**src/rtl/sc_hazard_unit.sv**
```systemverilog
// Forwarding selects and load-use stall for EX, built on a two-deep shadow of EX/MEM and MEM/WB.
// Selects and stall are combinational and ready in the same cycle; i_halt freezes the shadow state and the counter.
module sc_hazard_unit #(
  parameter int ADDR_SIZE = 5,
  parameter int CNT_SIZE  = 16
) (
  input  logic                 i_clk,
  input  logic                 i_reset,
  input  logic                 i_halt,
  input  logic [ADDR_SIZE-1:0] i_id_rs,
  input  logic [ADDR_SIZE-1:0] i_id_rt,
  input  logic [ADDR_SIZE-1:0] i_ex_rs,
  input  logic [ADDR_SIZE-1:0] i_ex_rt,
  input  logic [ADDR_SIZE-1:0] i_ex_wb_addr,
  input  logic                 i_ex_reg_write,
  input  logic                 i_ex_mem_read,
  output logic [1:0]           o_sc_src_a,
  output logic [1:0]           o_sc_src_b,
  output logic                 o_stall,
  output logic [CNT_SIZE-1:0]  o_stall_count
);

  localparam logic [1:0] SRC_REGFILE = 2'b00;
  localparam logic [1:0] SRC_WB      = 2'b01;
  localparam logic [1:0] SRC_ALU     = 2'b10;

  logic [ADDR_SIZE-1:0] mem_addr;
  logic                 mem_rw;
  logic                 mem_mr;
  logic [ADDR_SIZE-1:0] wb_addr;
  logic                 wb_rw;
  logic [CNT_SIZE-1:0]  stall_cnt;

  logic mem_fwd_ok;
  logic wb_fwd_ok;
  logic ex_load_ok;

  always_ff @(posedge i_clk) begin
    if (i_reset) begin
      mem_addr  <= '0;
      mem_rw    <= 1'b0;
      mem_mr    <= 1'b0;
      wb_addr   <= '0;
      wb_rw     <= 1'b0;
      stall_cnt <= '0;
    end else if (!i_halt) begin
      wb_addr  <= mem_addr;
      wb_rw    <= mem_rw;
      mem_addr <= i_ex_wb_addr;
      mem_rw   <= i_ex_reg_write;
      mem_mr   <= i_ex_mem_read;
      if (o_stall && (stall_cnt != '1)) begin
        stall_cnt <= stall_cnt + CNT_SIZE'(1);
      end
    end
  end

  // r0 is hardwired zero, so a writer targeting it never forwards
  always_comb begin
    mem_fwd_ok = mem_rw && (mem_addr != '0);
    wb_fwd_ok  = wb_rw && (wb_addr != '0);

    o_sc_src_a = SRC_REGFILE;
    if (mem_fwd_ok && (mem_addr == i_ex_rs)) begin
      o_sc_src_a = SRC_ALU;
    end else if (wb_fwd_ok && (wb_addr == i_ex_rs)) begin
      o_sc_src_a = SRC_WB;
    end

    o_sc_src_b = SRC_REGFILE;
    if (mem_fwd_ok && (mem_addr == i_ex_rt)) begin
      o_sc_src_b = SRC_ALU;
    end else if (wb_fwd_ok && (wb_addr == i_ex_rt)) begin
      o_sc_src_b = SRC_WB;
    end
  end

  assign ex_load_ok    = i_ex_mem_read && i_ex_reg_write && (i_ex_wb_addr != '0);
  assign o_stall       = ex_load_ok && ((i_ex_wb_addr == i_id_rs) || (i_ex_wb_addr == i_id_rt));
  assign o_stall_count = stall_cnt;

  // A load sitting in EX/MEM has no data yet; the stall must keep its consumer out of EX.
  always_ff @(posedge i_clk) begin
    if (!i_reset && !i_halt && mem_mr && mem_fwd_ok) begin
      assert ((mem_addr != i_ex_rs) && (mem_addr != i_ex_rt));
    end
  end

endmodule

```
**config.mk**
```make
export PLATFORM = sky130hd
export DESIGN_NAME = sc_hazard_unit
export DESIGN_NICKNAME = d
export VERILOG_FILES = /design/src/rtl/sc_hazard_unit.sv
export SDC_FILE = /design/constraint.sdc
export NUM_CORES = 1
export LEC_CHECK = 0
export BUFFER_PORTS_ARGS = -buffer_cell sky130_fd_sc_hd__buf_4
export CAP_MARGIN = 30
export CORE_ASPECT_RATIO = 1.2
export CORE_MARGIN = 3
export CORE_UTILIZATION = 51
export CTS_CLUSTER_DIAMETER = 120
export DETAILED_ROUTE_END_ITERATION = 8
export HOLD_SLACK_MARGIN = 0.06
export PLACE_DENSITY = 0.87
export SYNTH_ARGS = -nofsm -noshare
export SYNTH_HDL_FRONTEND = slang
export SYNTH_SLANG_ARGS = --single-unit
```
**constraint.sdc**
```tcl
create_clock -name i_clk -period 3.35 [get_ports i_clk]
set_input_delay 0.335 -clock i_clk [delete_from_list [all_inputs] [get_ports i_clk]]
set_output_delay 0.335 -clock i_clk [all_outputs]
set_load 0.05 [all_outputs]
```
; ---- After elaboration in Yosys (flattened, before gate mapping)
; Cells that the tools add are included.
[op_classes]
n_shift = 0
div_mod_pow = 0
mul = 0
n_addsub = 1
reduce_logical = 15
bitwise = 1
mux = 4
n_eq_ne = 7
order_cmp = 0
[ops]
columns = cell, count
row1 = $eq 5x5->1, 6
row2 = $add 16x1->16 const B, 1
row3 = $ne 16x16->1 const B, 1
row4 = $reduce_bool 5->1, 3
row5 = $logic_and 1x1->1, 10
row6 = $mux 2, 2
row7 = $mux 1, 2
row8 = $reduce_and 2->1, 1
row9 = $logic_or 1x1->1, 1
row10 = $not 1->1, 1
[word_totals]
wordCells = 33
ramBits = 0
output_inout_bits = 21
memories = 0
rom_bits = 0
regBits = 28
latchBits = 0
input_bits = 30

; ---- Depth between registers and ports, before layout
[depth]
word_depth = 5
ltp_mapped = 7
ltp_nobuf = 6

; ---- Least setup slack after synthesis
; No wires, ideal clock.
[synth_path]
path_kind = register to output
start = reg mem_addr[2]
end = out o_sc_src_a[0]
path_buffers = 0
t_arrival_ps = 2962
t_required_ps = 3015
stages_incl_launch_ff = 5
slack_ps = 53
cell_sequence = dfxtp_1 or4_1 o21ai_1 nor4_1 nor4_1
[synth_between]
elab_chain_cells = 4
word_cells_on_any_way = 5
classes_between = eq/ne: 1 / mux: 1 / reduce/logical: 3
[synth_rtl]
columns = item, line_no
row1 = start: declaration, 27  ; logic [ADDR_SIZE-1:0] mem_addr;
row2 = start signal: assignment, 49  ; mem_addr <= i_ex_wb_addr;
row3 = $reduce_bool 5->1, 60  ; mem_fwd_ok = mem_rw && (mem_addr != '0);
row4 = $logic_and 1x1->1, 60
row5 = $logic_and 1x1->1 *, 64  ; if (mem_fwd_ok && (mem_addr == i_ex_rs)) begin
row6 = $mux 2 *, 64
row7 = end: declaration, 17  ; output logic [1:0] o_sc_src_a,
; Every way passes the cells marked *; elsewhere a longest branch is shown, timed or not.

; ---- Worst setup path in the final report
[layout_path]
start = reg mem_addr[1]
end = out o_sc_src_b[0]
[layout_between]
elab_chain_cells = 4
word_cells_on_any_way = 5
classes_between = eq/ne: 1 / mux: 1 / reduce/logical: 3
[layout_rtl]
columns = item, line_no
row1 = $reduce_bool 5->1, 60
row2 = $logic_and 1x1->1, 60
row3 = $logic_and 1x1->1 *, 71  ; if (mem_fwd_ok && (mem_addr == i_ex_rt)) begin
row4 = $mux 2 *, 71
row5 = end: declaration, 18  ; output logic [1:0] o_sc_src_b,
; Marks and branches as above.

==> impl_metrics.json <==
{
  "status": "finished, final reports clean",
  "pwr-share-clk_pct": 36.4,
  "relSlewSlack_pct": 58.0,
  "hold_buffers": 0,
  "timing.fmax_mhz": 429,
  "synth_area_leaders": "dfxtp_1, xor2_1, mux2i_1, or4_1, nor2_1",
  "seqPwrFrac_pct": 48.0,
  "hpwl_mm": 3.23,
  "yosysMostFrequentCell": "dfxtp_1",
  "fin_crit_ns": 2.33,
  "netlist.area_leader.share_pct": 31.2,
  "place.gp.congestion": 0.883,
  "cp.arrival_ns": 2.00,
  "slowest_stage": "or4_1",
  "area_growth_pct": 24.7,
  "required_ns": 3.01,
  "setup_viol": 0,
  "cts.clk_slew.worst_paths_ns": 0.09,
  "vias": 1663,
  "rsz0062_at_grt": "no",
  "syn_inst": 198,
  "synth_ff_type": "dfxtp_1",
  "worst_slew_pin_slew_ns": 0.630,
  "vias_per_cell": 5.88,
  "max-cap-violations": 0,
  "p_sw_uw": 173,
  "fp.dieArea_sq_mm": 0.00428,
  "numPortBuffers": 50,
  "synth.distinct_cells": 41,
  "grt_pass1_wl_mm": 7.05,
  "core_area_sq_mm": 0.00337,
  "clk_path_buf_depth": 2,
  "grt_pass1_vias": 1569,
  "cts.sinks": 28,
  "cp_max_fo": 5,
  "chipHeight_microns": 71.1,
  "grt_max_degree": 33,
  "cts_tree": "done",
  "synth.top_cells.by_count": "dfxtp_1, xor2_1, nor2_1",
  "antenna_found_initial": 0,
  "leakage_uw": 0.000902,
  "ir_worst_vdd_mv": 0.249,
  "hold_viol": 0,
  "nNetsFinal": 278,
  "numPlacedInstances": 279,
  "drt_first_pass_iters": 4,
  "ys_warn_count": 0,
  "syn-num-nets": 229,
  "ioPinCount": 51,
  "insertion_delay_ns": 0.27,
  "hp-class": "in2reg",
  "ys_ff_latch": 28,
  "fin_worst_skew_ns": 0.00701,
  "fin_setup_tns_ns": 0,
  "cts_resized": 0,
  "combPwrFrac_pct": 15.6,
  "cts-root-buf": "clkbuf_8",
  "syn-cell-area_sq_mm": 0.00180,
  "antenna-diode-count": 0,
  "yosysTopAreaCell": "dfxtp_1",
  "slew_viol_final": 0,
  "wl_mm": 4.30,
  "cts_setup_buffers": 0,
  "fp.dieW_microns": 60.2,
  "p_sw_share_pct": 23.7,
  "p_int_uw": 556,
  "cts_max_level": 1,
  "power.density_mw_per_mm2": 325,
  "track_usage_pct": 20.9,
  "holdWs_ns": 0.341,
  "post-route-period-util_pct": 69.6,
  "crit_path_max_incr_delay_ns": 0.53,
  "synth_edf_count": 0,
  "setup.worst_path.start_class": "register",
  "syn_area_per_cell_sq_um": 9.09,
  "drt_iter0_drc": 70,
  "ant_nets": 0,
  "numCtsBuffers": 3,
  "start_util_pct": 53.4,
  "grt-ovfl-total": 0,
  "end_kind": "output pin",
  "wl_per_cell_microns": 15.2,
  "critical_path.cell_chain": "or4_1 -> o21ai_1 -> nor4_1 -> nor4_1 -> buf_4",
  "worstSetupPathType": "reg2out",
  "cpMostUsedCell": "nor4_1",
  "ys_seq_area_share_pct": 31.2,
  "remaining_drc_errors": 0,
  "drive_gt1_share_pct": 27.2,
  "row_count": 23,
  "async_flop_share_pct": 0,
  "instances_no_fill": 283
}
## path summary, 6_finish.rpt
kind / start / slack (ns) / to / depth (start not counted)
max: mem_addr[1]$_SDFFE_PP0N_ / 1.02 / o_sc_src_b[0] / 5
min: i_ex_wb_addr[2] / 0.34 / mem_addr[2]$_SDFFE_PP0N_ / 3
max reg2reg: o_stall_count[7]$_SDFFE_PP0P_ / 1.36 / o_stall_count[15]$_SDFFE_PP0P_ / 5
min reg2reg: wb_rw$_SDFFE_PP0N_ / 0.50 / wb_rw$_SDFFE_PP0N_ / 2
## cell usage in the layout, fill, tap and decap left out, drive strengths merged, types with 4 or more instances in the layout
master	n
dfxtp	28
nor4	7
nand4	6
buf	51
nor2	20
mux2i	13
o21ai	4
nand2b	4
a21oi	13
nand2	9
xnor2	6
xor2	24
nand3	7
o31ai	8
or4	16
## area by class of cell
cell class              count  area (sq um)
fillers                   291          1120
multi-input cells         161          1170
inverters                   2          7.51
clock buffers               3          41.3
well taps                  37          46.3
clock inverters             1          30.0
repair buffers             51           383
flip-flops and latches     28           561
## sequential cells by signal, summed over array words and instances, names as in the netlist
| register | cells |
|---|---|
| mem_rw | 1 |
| mem_addr | 5 |
| wb_rw | 1 |
| o_stall_count | 16 |
| wb_addr | 5 |
## power groups by stage
stage	clock network, uW	logic [uW]	registers, uW
floorplan	0	69.9	355
global placement	0	111	357
detailed placement	0	113	357
CTS	266	114	350
global route	276	124	351
finish	265	113	350
## logic make-up (layout without fill, tap and decap cells)
logic type / Yosys count / count (layout) / synth area share [%]
AOI/OAI and AO/OA: 30 / 30 / 11.4
xor gates and xnor gates: 30 / 30 / 14.6
adders and majority gates: 1 / 1 / 0.695
buffers and inverters: 9 / 57 / 3.55
DFF: 28 / 28 / 31.2
muxes: 16 / 16 / 9.32
and+or+nand+nor: 84 / 84 / 29.3
## metal layers
layer | global-route usage, % | routed length [microns]
met5 | 0 | 0
met4 | 7.88 | 82
met3 | 2.01 | 203
met2 | 35.3 | 2200
met1 | 27.0 | 1820
## worst max-delay path: cells and delay by family (launching register included)
kind / cells / cell delay (ns)
buffers and inverters: 1 / 0.25
AND/OR/NAND/NOR: 3 / 0.92
AO/OA/AOI/OAI: 1 / 0.18
flip-flops: 1 / 0.37
## stage by stage
step	setup slack [ns]	utilization, %	power (uW)	cell area, sq um
finish	1.02	66.6	728	2240
global route	0.917	66.6	751	2240
CTS	0.996	66.6	729	2240
detailed placement	1.26	64.5	470	2170
global placement	1.29	64.5	468	2170
floorplan	0.0531	-	425	1800
Power figures use the tool's default switching activity.
